===== config.mk =====
export PLATFORM = sky130hd
export DESIGN_NAME = inst_fetch_unit
export DESIGN_NICKNAME = d
export VERILOG_FILES = /design/src/rtl/inst_fetch_unit.sv
export SDC_FILE = /design/constraint.sdc
export NUM_CORES = 1
export LEC_CHECK = 0
export ABC_AREA = 0
export CORE_MARGIN = 8
export CORE_UTILIZATION = 46
export CTS_BUF_LIST = sky130_fd_sc_hd__clkbuf_8
export DETAILED_ROUTE_END_ITERATION = 7
export PLACE_DENSITY = 0.75
export SYNTH_ARGS = -nofsm -noshare
export SYNTH_HDL_FRONTEND = slang
export SYNTH_SLANG_ARGS = --single-unit

===== constraint.sdc =====
create_clock -name clk -period 9.5 [get_ports clk]
set_clock_uncertainty 0.15 [all_clocks]
set_input_delay 1.9 -clock clk [delete_from_list [all_inputs] [get_ports clk]]
set_output_delay 1.9 -clock clk [all_outputs]
set_load 0.05 [all_outputs]

===== src/rtl/inst_fetch_unit.sv =====
// Instruction-fetch master: drives the ROM and buffers {pc, inst} pairs in an in-order queue toward decode.
// Latency: first push two edges after reset release; a pushed entry is visible on id_* the cycle after its fetch.
// Backpressure: a full queue with no pop drops rom_ce and holds pc; a redirect flushes the queue and blocks fetch/pop.
// Optional feature macro FETCH_PERF_EN: enables the queue-full stall and redirect counters on perf_*_o.
module inst_fetch_unit #(
    parameter logic [31:0] RESET_PC    = 32'h0000_0000,
    parameter int          QUEUE_DEPTH = 4
) (
    input  logic                           clk,
    input  logic                           rst,
    output logic                           rom_ce,
    output logic [31:0]                    rom_addr,
    input  logic [31:0]                    rom_inst,
    input  logic                           branch_flag_i,
    input  logic [31:0]                    branch_target_i,
    input  logic                           id_ready_i,
    output logic                           id_valid_o,
    output logic [31:0]                    id_inst_o,
    output logic [31:0]                    id_pc_o,
    output logic [$clog2(QUEUE_DEPTH):0]   queue_count_o,
    output logic [31:0]                    perf_stall_o,
    output logic [31:0]                    perf_flush_o
);

    localparam int PTR_W = $clog2(QUEUE_DEPTH);
    localparam int CNT_W = PTR_W + 1;
    localparam logic [CNT_W-1:0] FULL_CNT = CNT_W'(QUEUE_DEPTH);

    // Architectural fetch state
    logic [31:0]      pc_q, pc_d;
    logic             ce_q;

    // Queue bookkeeping; pointers wrap naturally because the depth is a power of two
    logic [PTR_W-1:0] head_q, head_d;
    logic [PTR_W-1:0] tail_q, tail_d;
    logic [CNT_W-1:0] count_q, count_d;

    // Queue storage; contents need no reset because count gates every read
    logic [31:0]      q_pc_mem   [QUEUE_DEPTH];
    logic [31:0]      q_inst_mem [QUEUE_DEPTH];

    // Per-cycle handshake terms
    logic             not_empty;
    logic             full;
    logic             pop;
    logic             push;
    logic [31:0]      redirect_pc;

    // The low two target bits are discarded on a redirect (word-aligned fetch)
    logic             unused_target_lsbs;
    assign unused_target_lsbs = ^branch_target_i[1:0];

    assign redirect_pc = {branch_target_i[31:2], 2'b00};

    // Output view and fetch decision; a redirect masks both valid and chip enable
    always_comb begin
        not_empty     = (count_q != '0);
        full          = (count_q == FULL_CNT);
        id_valid_o    = not_empty & ~branch_flag_i;
        pop           = id_valid_o & id_ready_i;
        rom_ce        = ce_q & (~full | pop) & ~branch_flag_i;
        push          = rom_ce;
        rom_addr      = pc_q;
        queue_count_o = count_q;
        id_pc_o       = '0;
        id_inst_o     = '0;
        if (not_empty) begin
            id_pc_o   = q_pc_mem[head_q];
            id_inst_o = q_inst_mem[head_q];
        end
    end

    // Next-state for pc and queue pointers; a redirect overrides push and pop
    always_comb begin
        pc_d    = pc_q;
        head_d  = head_q;
        tail_d  = tail_q;
        count_d = count_q;
        if (branch_flag_i) begin
            pc_d    = redirect_pc;
            head_d  = '0;
            tail_d  = '0;
            count_d = '0;
        end else begin
            if (push) begin
                pc_d   = pc_q + 32'd4;
                tail_d = tail_q + PTR_W'(1);
            end
            if (pop) begin
                head_d = head_q + PTR_W'(1);
            end
            case ({push, pop})
                2'b10:   count_d = count_q + CNT_W'(1);
                2'b01:   count_d = count_q - CNT_W'(1);
                default: count_d = count_q;
            endcase
        end
    end

    // State register; reset wins over any redirect in the same cycle
    always_ff @(posedge clk) begin
        if (rst) begin
            pc_q    <= RESET_PC;
            ce_q    <= 1'b0;
            head_q  <= '0;
            tail_q  <= '0;
            count_q <= '0;
        end else begin
            pc_q    <= pc_d;
            ce_q    <= 1'b1;
            head_q  <= head_d;
            tail_q  <= tail_d;
            count_q <= count_d;
        end
    end

    // Tail write of the fetched {pc, inst} pair
    always_ff @(posedge clk) begin
        if (!rst && push) begin
            q_pc_mem[tail_q]   <= pc_q;
            q_inst_mem[tail_q] <= rom_inst;
        end
    end

`ifdef FETCH_PERF_EN
    logic [31:0] stall_cnt_q, stall_cnt_d;
    logic [31:0] flush_cnt_q, flush_cnt_d;

    // Saturating counters: full-queue stall cycles and taken redirects
    always_comb begin
        stall_cnt_d = stall_cnt_q;
        flush_cnt_d = flush_cnt_q;
        if (ce_q && full && !pop && (stall_cnt_q != 32'hFFFF_FFFF)) begin
            stall_cnt_d = stall_cnt_q + 32'd1;
        end
        if (branch_flag_i && (flush_cnt_q != 32'hFFFF_FFFF)) begin
            flush_cnt_d = flush_cnt_q + 32'd1;
        end
    end

    // Counter registers, cleared by reset
    always_ff @(posedge clk) begin
        if (rst) begin
            stall_cnt_q <= '0;
            flush_cnt_q <= '0;
        end else begin
            stall_cnt_q <= stall_cnt_d;
            flush_cnt_q <= flush_cnt_d;
        end
    end

    assign perf_stall_o = stall_cnt_q;
    assign perf_flush_o = flush_cnt_q;
`else
    assign perf_stall_o = '0;
    assign perf_flush_o = '0;
`endif

endmodule


# Word-level counts from Yosys, hierarchy flattened
# Memory sizes are Yosys's and may differ from the RTL's. A register that Yosys moved wholly into a read port is not among the register bits.
# Index checks and enable logic that the tools add are counted.
dict set report totals {
  reg_bits 40
  ram_bits 256
  inputBits 68
  output_inout_bits 165
  word_cells 41
  mem_count 2
}
dict set report op_classes {
  addsub 5
  n_eq_ne 3
  n_mux 12
  bitwise 7
  n_reduce_logical 6
}
# name words width read_ports rd_ports_with_merged_regs write_ports line_no
set mem_list {}
lappend mem_list {q_inst_mem 4 32 1 1 1 40} ;# logic [31:0] q_inst_mem [QUEUE_DEPTH];
lappend mem_list {q_pc_mem 4 32 1 1 1 39} ;# logic [31:0] q_pc_mem [QUEUE_DEPTH];
# cell n
set op_table {}
lappend op_table {{32-bit 2-to-1 mux} 4}
lappend op_table {{32-bit by 3-bit adder with 32-bit output, second input constant} 1}
lappend op_table {{2-bit 2-to-1 mux} 4}
lappend op_table {{3-bit one-hot mux with 2 select lines} 1}
lappend op_table {{2-bit by 1-bit adder with 2-bit output, second input constant} 2}
lappend op_table {{1-bit bitwise AND} 4}
lappend op_table {{2-bit nonzero test} 2}
lappend op_table {{3-bit by 1-bit adder with 3-bit output, second input constant} 1}
lappend op_table {{3-bit == test, second input constant} 1}
lappend op_table {{1-bit 2-to-1 mux} 3}
lappend op_table {{3-bit nonzero test} 1}
lappend op_table {{3-bit by 1-bit subtractor with 3-bit output, second input constant} 1}
lappend op_table {{2-bit by 1-bit == test with 1-bit output, second input constant} 1}
lappend op_table {{2-bit == test, second input constant} 1}
lappend op_table {{1-bit inverter} 2}
lappend op_table {{2-bit OR reduction} 1}
lappend op_table {{1-bit logical AND} 1}
lappend op_table {{1-bit logical NOT} 1}
lappend op_table {{1-bit bitwise OR} 1}

# Depth between registers and ports, before layout
dict set report logic_depth {
  ltp_word 9
  depth_mapped 9
  depth_no_buf 8
}

# Worst setup path before layout
# OpenSTA, ideal clock, no wires.
dict set report synth_timing {
  path_type {input-to-output}
  from {in branch_flag_i}
  to {out id_valid_o}
  arrival_time_ns 2.758
  required_time_ns 7.450
  path_slack_ns 4.692
  stages 2
  path_buffers 1
  path_cell_list {clkbuf_1 > nor2_1}
}
dict set report synth_between {
  elab_chain_len 2
}
# item line_no
set synth_lines {}
lappend synth_lines {{start, declared} 14} ;# input logic branch_flag_i,
lappend synth_lines {{1-bit inverter} 59} ;# id_valid_o = not_empty & ~branch_flag_i;
lappend synth_lines {{1-bit bitwise AND} 59}
lappend synth_lines {{end, declared} 17} ;# output logic id_valid_o,
# Every way passes these cells.

# Final worst setup path
dict set report layout_timing {
  from {in branch_flag_i}
  to {out rom_ce}
}
dict set report layout_between {
  elab_chain_len 6
}
# item line_no
set layout_lines {}
lappend layout_lines {{1-bit inverter (*)} {59, 61}}
lappend layout_lines {{1-bit bitwise AND} 59}
lappend layout_lines {{1-bit bitwise AND} 60} ;# pop = id_valid_o & id_ready_i;
lappend layout_lines {{1-bit bitwise OR} 61} ;# rom_ce = ce_q & (~full | pop) & ~branch_flag_i;
lappend layout_lines {{1-bit bitwise AND} 61}
lappend layout_lines {{1-bit bitwise AND (*)} 61}
lappend layout_lines {{end, declared} 11} ;# output logic rom_ce,
# Every way passes the cells marked *; elsewhere a longest branch is shown, timed or not.

==> metrics.md <==
| Metric | Value |
|---|---|
| Ys flop type | edfxtp_1 |
| Gr usage total | 16.14% |
| Crit-path max cell delay | between 0.8 and 0.9 ns |
| Final cell count without fillers | roughly 1,300 |
| Vias | 6,555 |
| HP Class | flip-flop to flip-flop |
| Setup bufs post-CTS | 0 |
| Core Area | 25,980 um^2 |
| Grt ovf | 0 |
| Post-CTS sizing | 0 |
| Number of synthesized flops with an enable pin | 248 |
| Setup-failing EPs final | 0 |
| Row count | just under 60 |
| Clock input transition at the sequential cells of the worst setup and hold paths | 0.06 ns |
| I/O Pins | 233 |
| Largest net degree at the start of global routing | between 60 and 70 |
| Ys Warns | 0 |
| CP most frequent cell | clkdlybuf4s50_1 |
| Cell Pwr Density | 185.0 nW/um^2 |
| Setup crit end kind | primary output |
| Most frequent cells in the layout | edfxtp_1 (248), clkdlybuf4s50_1 (162), conb_1 (68) |
| Total CTS buffers | 46 |
| R2R Setup Slk | 6.52 ns |
| Layout cells sized above 1 | 16.08% |
| Initial DRC Count | 369 |
| Clock latency on the worst-skew pair | ~0.54 ns |
| Avg Inst Size Synth | approximately 17 um^2 |
| Placed insts | 1,190 |
| Startpoint Class | input port |
| TritonCTS clock tree | yes |
| Fin crit period | 5.998 ns |
| Final Net Count | 978 |
| Run status | finished, final reports clean |
| Worst setup endpoint | rom_ce |
| Commonest non-fill, non-tap cell in the layout | edfxtp_1 |
| Routed WL | 26,050 um |
| Vias in the first global route | 6,953 |
| Total clock sinks | 288 |
| GP Congestion | ~0.77 |
| Post-route design area | 14,710 um^2 |
| Crit path DAT | 3.95 ns |
| WL/cell | between 20 and 25 um |
| Final worst-path cycle share | 63.14% |
| H-tree depth | 2 |
| Top Layer Used | met5 |
| Worst-case clock buffer depth | 3 |
| DR WL met2 | 13,060 um |
| Slowest-stage cell, CP | clkdlybuf4s50_1 |
| RSZ-0062 raised after global routing | false |
| Worst reg2reg endpoint | queue_count_o[2] |
| Worst Path Max Fanout | 15 |
| CP Class | input port to primary output |
| Met3 WL | 1699 um |
| Port Buffers | 162 |
| CP Cell Sequence | clkdlybuf4s50_1 > clkinv_1 > o211ai_1 > inv_1 > clkdlybuf4s50_1 |
| Worst-Margin Slew | 1.020 ns |
| Synth-to-Final Area Change | 21.52% |
| Max VDD drop | 85.20 uV |
| Number of synthesized register bits | 288 |
| Clk Tree Root Cell | clkbuf_8 |
| Worst EP required | around 7.5 ns |
| Residual DRC | 0 |
| Worst rel slew slack | between 30% and 40% |
| Ys async rst share | 0% |
| Initial antenna violation count | 1 |
| Die Span Y | around 180 um |
| Cts hold-fix bufs | 0 |
| Setup TNS Final | 0 ns |
| Worst r2r src | queue_count_o[0] |
| First-pass iteration count of the detailed router | 4 |
| Sequential-to-total area share from yosys stat | between 60 and 70% |
| Hpwl dp | 15,690 um |
| R2R depth | 9 |
| Filler cell count | 2,088 |
| M1 wire length | 10,790 um |
| Die footprint | approximately 32,000 um^2 |
| First-pass GRT wire length | 39,440 um |
| Die Wd | about 180 um |
| Leak | approximately 4.7 nW |
| Post-synth cell types | 52 |
| Drt via density | 5.145 |
| Mapped Area | between 10,000 and 15,000 um^2 |
| Starting Density | 46.58% |
| Fmax | 0.1667 GHz |
| Routed Antenna Nets | 0 |
| Crit path from | branch_flag_i |
| N_diodes | 0 |
| Mapped Cells | 725 |
| Max Slew Vio Count | 0 |
| Max-cap viol count | 0 |
| Final Hold Viols | 0 |
| DP Area | 13,790 um^2 |
-- sequential cells by signal, summed over array words and instances (netlist names), named ones only --
name	count
rom_addr	30
q_inst_mem	128
ce_q	1
q_pc_mem	120
tail_q	2
head_q	2
queue_count_o	3
-- power breakdown --
part | internal, W | switching, W | total (W)
clock | 0.000575 | 0.000465 | 0.00104
sequential | 0.00140 | 0.0000277 | 0.00142
combinational | 0.0000797 | 0.000177 | 0.000257
-- cells by family after synthesis --
family                     share of synthesized area [%]
xor gates and xnor gates                           1.954
muxes                                              11.62
DFF                                                68.15
and+or+nand+nor                                    8.343
other                                            0.03098
adders and majority gates                         0.7857
AOI/OAI and AO/OA                                  3.205
buffers and inverters                              5.913
-- layer usage --
metal	vias up	global-route usage [%]
li1	3022	-
met1	3295	20.31
met2	191	27.19
met3	45	4.001
met4	2	4.995
met5	-	0
-- per-stage QoR --
step / setup WS (ns) / hold WS (ns) / power [W] / utilization (%)
floorplan: 4.692 / 0.3192 / 0.001637 / -
global placement: 3.586 / 0.3358 / 0.001704 / 53.07
detailed placement: 3.582 / 0.3433 / 0.001707 / 53.07
CTS: 3.532 / 0.3520 / 0.002750 / 56.60
global route: 3.420 / 0.3924 / 0.002818 / 56.60
finish: 3.502 / 0.3463 / 0.002721 / 56.60
-- worst min path at each step --
stage	start	end	slack, ns	depth (start not counted)
3_3_place_gp	tail_q[1]	tail_q[1]	0.34	2
6_report	tail_q[1]	tail_q[1]	0.35	2
2_1_floorplan	tail_q[1]	tail_q[1]	0.32	2
3_5_place_dp	tail_q[1]	tail_q[1]	0.34	2
4_1_cts	tail_q[1]	tail_q[1]	0.35	2
5_1_grt	tail_q[1]	tail_q[1]	0.39	2
-- critical path: cells and delay by family --
| family | cells | cell delay, ns |
|---|---|---|
| AO/OA/AOI/OAI | 1 | 0.23 |
| buffers and inverters | 4 | 1.81 |
-- final cells by class --
type / instances / area [um^2] / share of cell area (%)
Multi-Input combinational cell: 389 / 3416 / 23.22
Timing Repair Buffer: 167 / 1659 / 11.28
Clock inverter: 33 / 215.2 / 1.463
Clock buffer: 51 / 701.9 / 4.772
Sequential cell: 288 / 8255 / 56.13
Tap cell: 335 / 419.2 / 2.850
Inverter: 11 / 41.29 / 0.2807
-- cells in the mapped netlist, types with 2 or more instances --
library cell | instances | share of area [%]
and3_1 | 11 | 0.57
o211ai_1 | 4 | 0.25
buf_4 | 68 | 4.2
nand3_1 | 7 | 0.29
and4_1 | 5 | 0.36
a21oi_1 | 12 | 0.50
a211oi_1 | 14 | 0.87
nor3_1 | 11 | 0.45
edfxtp_1 | 248 | 62
clkinv_1 | 2 | 0.062
a31o_2 | 2 | 0.14
inv_1 | 9 | 0.28
ha_1 | 6 | 0.62
mux4_2 | 62 | 12
clkbuf_1 | 24 | 0.74
o21ai_0 | 7 | 0.29
xnor2_1 | 23 | 1.7
a31oi_1 | 3 | 0.16
xor2_1 | 4 | 0.29
nor4_1 | 5 | 0.26
nor2_1 | 28 | 0.87
nor2b_1 | 62 | 3.2
o21a_1 | 2 | 0.12
nor4_2 | 3 | 0.31
dfxtp_1 | 40 | 6.6
o22ai_1 | 2 | 0.10
nand2_1 | 20 | 0.62
nor3b_1 | 2 | 0.12
or3_1 | 2 | 0.10
buf_6 | 2 | 0.19
nand4_1 | 8 | 0.41
buf_2 | 7 | 0.29
No activity file was read; power rests on OpenSTA's default activity.
==> RTL change 1 (same flow settings) <==
Set the parameter `QUEUE_DEPTH` to 8 (it was 4).
--- a/src/rtl/inst_fetch_unit.sv
+++ b/src/rtl/inst_fetch_unit.sv
@@ -5,5 +5,5 @@
 module inst_fetch_unit #(
     parameter logic [31:0] RESET_PC    = 32'h0000_0000,
-    parameter int          QUEUE_DEPTH = 4
+    parameter int          QUEUE_DEPTH = 8
 ) (
     input  logic                           clk,
Interface: changed (resized queue_count_o); port bits go from 233 to 234. The function was not compared with the original's and may differ.
==> RTL change 1 against the unedited design <==
Power increased by 71%; final area increased by 71%; first-iteration DRC count increased to 2.5 times the old value; highest routed layer is now met4; wire length increased by 77%; global-route usage increased by 0.65 points; hold slack improved by 2.8 ps; largest cell class unchanged; setup slack got worse by 500 ps; sequential power increased by 87%; count of clock-buffer cells in the layout increased by 37; sequential cell count increased by 252; area after synthesis increased by 79%; non-clock buffer count increased by 9.
==> RTL change 1: results (changes against the unedited design) <==
* Status: finished clean
* Antenna violations before repair at 0 (-1)
* WP data arrival at 4450 ps (+500 ps)
* Antenna cell count at 0 (unchanged)
* Switching power total at 1.09 mW (+63%)
* M3 GR Usage at 0.0358 (-0.00422)
* Post-synth top cells: edfxtp_1, mux4_2, nor2_1
* Root Buffer: clkbuf_8
* RD Place Congestion at 0.806 (+5.0%)
* Final nets at 1,425 (+46%)
* Placement Setup Slack at 3040 ps (-541 ps)
* RR Startpoint: queue_count_o[1]
* Routing usage on met2 at 0.276 (+0.00454)
* Placed Instance Area at 23,700 um^2 (+72%)
* Post-synth cell types at 44 (-15%)
* Iteration-0 DRC Markers at 940 (+150%)
* Largest net degree at the start of global routing at 89 (+41%)
* H-tree Lvls at 3 (+1)
* Syn_area_per_cell at 18.9 um^2 (+13%)
* Layout cells sized above 1 at 0.186 (+0.0253)
* Placed Cells at 1,871 (+57%)
* First-pass DRT Iterations at 5 (+1)
* Crit-path max FO at 12 (-3)
* R2r setup slk at 5800 ps (-720 ps)
* Metal2 WL at 22.7 mm (+74%)
* R2R cell count at 5 (-4)
* Number of enable flip-flop cells after synthesis at 496 (+100%)
* Max reg flops at 256 (+100%)
* Register area share after synthesis at 0.728 (+0.0464)
* Clk_lat worst skew at 630 ps (+90 ps)
* Met1 WL at 19.8 mm (+84%)
* Number of buffers created by CTS at 84 (+83%)
* Reg power frac at 0.572 (+0.049)
* DPL Wire Length at 25.9 mm (+65%)
* Post-CTS setup repair buffer count at 0 (unchanged)
* Max Used Layer: met4
* Tot GR Track Use at 0.168 (+0.00647)
* Comb power frac at 0.059 (-0.035)
* WL per Instance at 22.8 um (+12%)
* Via count at 11,000 (+67%)
* Vias/cell at 5.43 (+5.5%)
* Hold path startpoint: head_q[1]
* Global-route wire length before repair at 69.0 mm (+75%)
* Worst slew pin tran at 1070 ps (+51.3 ps)
* Fmax at 154 MHz (-7.7%)
* M1 GR Usage at 0.221 (+0.0183)
* Static Leakage at 7.89 nW (+67%)
* FF-to-FF End: q_inst_mem[3][26]
* Met3 routed WL at 2.69 mm (+58%)
* Port Buffer Count at 163 (+0.62%)
* Max VDD drop at 0.0000918 V (+7.8%)
* Largest cells by area after synthesis: edfxtp_1, mux4_2, dfxtp_1
* Clock buffer depth at 3 (unchanged)
* Number of global-route vias before repair at 11,700 (+68%)
* Post-synthesis async set-or-reset flop share at 0 (unchanged)
* Seq. pwr at 2.66 mW (+87%)
[RTL change 1: kinds of logic (layout without fill, tap and decap cells)]
group	Yosys count	in the layout	share of synthesized area
AO/OA/AOI/OAI	51	51	0.0167
XOR/XNOR	34	34	0.0137
adder cells (fa/ha/maj)	7	7	0.00439
buffers and inverters	138	336	0.0382
flip-flops	540	540	0.728
multiplexers	186	186	0.157
other	1	68	0.000173
AND/OR/NAND/NOR	191	191	0.0415
[RTL change 1: worst min path at each step]
stage | endpoint | slack [ps]
after floorplan | register | 320
after global placement | register | 330
after detailed placement | register | 340
after CTS | register | 350
after global routing | register | 400
final | register | 350
[RTL change 1: layout make-up]
type                            instances  area [um^2]
Timing Repair Buffer                  176         1740
Multi-Input combinational cell        537         5380
Clock buffer                           88         1210
Tap cell                              607          759
Fill cell                            3615        21400
Inverter                               11         41.3
Sequential cell                       540        15800
Clock inverter                         61          265
==> RTL change 2 (config.mk and constraints unchanged) <==
Without the edit above. Register the input `branch_target_i` before use. The logic sees it one clock later. The other inputs are not delayed to match.
--- a/src/rtl/inst_fetch_unit.sv
+++ b/src/rtl/inst_fetch_unit.sv
@@ -27,4 +27,10 @@
     localparam logic [CNT_W-1:0] FULL_CNT = CNT_W'(QUEUE_DEPTH);
 
+    logic [31:0] branch_target_q;
+
+    always_ff @(posedge clk) begin
+        branch_target_q <= branch_target_i;
+    end
+
     // Architectural fetch state
     logic [31:0]      pc_q, pc_d;
@@ -49,7 +55,7 @@
     // The low two target bits are discarded on a redirect (word-aligned fetch)
     logic             unused_target_lsbs;
-    assign unused_target_lsbs = ^branch_target_i[1:0];
+    assign unused_target_lsbs = ^branch_target_q[1:0];
 
-    assign redirect_pc = {branch_target_i[31:2], 2'b00};
+    assign redirect_pc = {branch_target_q[31:2], 2'b00};
 
     // Output view and fetch decision; a redirect masks both valid and chip enable
Check against the original RTL: not equivalent (Yosys sat finds a counterexample within 4 cycles, from zero or initial values and one cycle with rst high).
==> RTL change 2 against the unedited design <==
Hold slack got worse by 26 ps; area after synthesis increased by 6.5%; setup slack got worse by 870 ps; sequential cell count increased by 30; power increased by 6.7%; final area increased by 5.5%; wire length increased by 4.8%.
==> RTL change 2: results (changes against the unedited design) <==
* Layout cells sized above 1 at 0.149 (-0.0121)
* Static Leakage at 5.17 nW (+9.6%)
* Synth warn at 0 (unchanged)
* Placement Setup Slack at 2660 ps (-923 ps)
* Largest cells by area after synthesis: edfxtp_1, dfxtp_1, mux4_2
* Antenna violations before repair at 0 (-1)
* Largest net degree at the start of global routing at 66 (+4.8%)
* Status: finished clean
* Number of buffers created by CTS at 51 (+11%)
* Post-synth cell types at 63 (+21%)
* R2R cell count at 10 (+1)
* WP data arrival at 4820 ps (+870 ps)
* Register area share after synthesis at 0.686 (+0.00478)
* Worst Hold Class: register to register
* H-tree Lvls at 2 (unchanged)
* Tot GR Track Use at 0.160 (-0.00150)
* RD Place Congestion at 0.803 (+4.6%)
* PostCTS Resize Cnt at 0 (unchanged)
* Number of global-route vias before repair at 7,361 (+5.9%)
* R2r setup slk at 6590 ps (+70 ps)
* Post-synthesis async set-or-reset flop share at 0 (unchanged)
* Slowest cell on the critical path: inv_2
* Sw Share at 0.247 (+0.000514)
* First-pass DRT Iterations at 5 (+1)
* FF-to-FF End: queue_count_o[2]
* Critical path's largest stage delay at 900 ps (+90 ps)
* Via count at 7,095 (+8.2%)
* WHS Endpoint: rom_addr[18]
* Post-synth top cells: edfxtp_1, buf_4, dfxtp_1
* Clock buffer depth at 3 (unchanged)
* Global-route wire length before repair at 41.9 mm (+6.3%)
* Max VDD drop at 0.000111 V (+30%)
* DPL Wire Length at 16.1 mm (+2.5%)
* Clk slew on worst S/H paths at 60 ps (about the same)
* Crit-path max FO at 54 (+39)
* Hold path startpoint: branch_target_q[18]
* RR Startpoint: queue_count_o[0]
* Relative slew slack at 0.307 (-0.0132)
* Ys flop type: edfxtp_1
* WL per Instance at 19.9 um (-2.7%)
* Fill cells at 2,223 (+6.5%)
* Root Buffer: clkbuf_8
* Clk_lat worst skew at 550 ps
* Port Buffer Count at 162 (unchanged)
* Final nets at 1,029 (+5.2%)
* Iteration-0 DRC Markers at 503 (+36%)
[RTL change 2: power groups by stage]
stage | clock (mW) | combinational, mW | sequential, mW
2_1_floorplan | 0 | 0.166 | 1.61
3_3_place_gp | 0 | 0.257 | 1.59
3_5_place_dp | 0 | 0.259 | 1.59
4_1_cts | 1.12 | 0.260 | 1.56
5_1_grt | 1.18 | 0.273 | 1.57
6_report | 1.08 | 0.259 | 1.56
[RTL change 2: worst max-delay path by stage]
stage | start | endpoint | slack (ps) | cells after the start
6_report | branch_flag_i | rom_ce | 2630 | 4
5_1_grt | branch_flag_i | rom_ce | 2520 | 4
4_1_cts | branch_flag_i | rom_ce | 2650 | 4
3_5_place_dp | branch_flag_i | rom_ce | 2660 | 4
3_3_place_gp | branch_flag_i | rom_ce | 2660 | 4
2_1_floorplan | branch_flag_i | id_valid_o | 4730 | 3
[RTL change 2: metrics by stage]
| stage | std cells | hold slack, ps | instance area, um^2 | util | total power, mW |
|---|---|---|---|---|---|
| global placement | 1279 | 309 | 14600 | 0.525 | 1.85 |
| finish | 1373 | 320 | 15500 | 0.560 | 2.90 |
| detailed placement | 1279 | 312 | 14600 | 0.525 | 1.85 |
| floorplan | 847 | 291 | 13100 | - | 1.78 |
| global route | 1373 | 333 | 15500 | 0.560 | 3.02 |
| CTS | 1373 | 323 | 15500 | 0.560 | 2.94 |
[RTL change 2: kinds of logic after synthesis]
family | after synthesis | share of synthesized area
and+or+nand+nor | 187 | 0.0839
muxes | 64 | 0.110
DFF | 318 | 0.686
other | 1 | 0.000291
xor gates and xnor gates | 10 | 0.00679
buffers and inverters | 122 | 0.0606
adders and majority gates | 7 | 0.00737
AOI/OAI and AO/OA | 71 | 0.0448
[RTL change 2: layer usage]
metal | up-vias | wire [um] | GRT usage
met5 | - | 0 | 0
met4 | 0 | 472 | 0.0481
met3 | 39 | 1880 | 0.0397
met2 | 246 | 13600 | 0.269
met1 | 3544 | 11300 | 0.202
li1 | 3266 | - | -
[RTL change 2: cell type report]
| cell class | count | share of cell area |
|---|---|---|
| clock buffer | 57 | 0.0506 |
| inverter | 11 | 0.00266 |
| clock inverter | 37 | 0.0113 |
| multi-input combinational | 407 | 0.228 |
| sequential | 318 | 0.571 |
| timing repair buffer | 165 | 0.106 |
| tap | 378 | 0.0305 |
[RTL change 2: worst reg2reg max path: cells and delay by family, from the launching register on]
family | cells | cell delay (ps)
fa+ha+maj | 2 | 590
xor+xnor | 1 | 150
simple gates | 4 | 770
flops | 1 | 410
compound gates | 1 | 150
buf+inv | 2 | 620
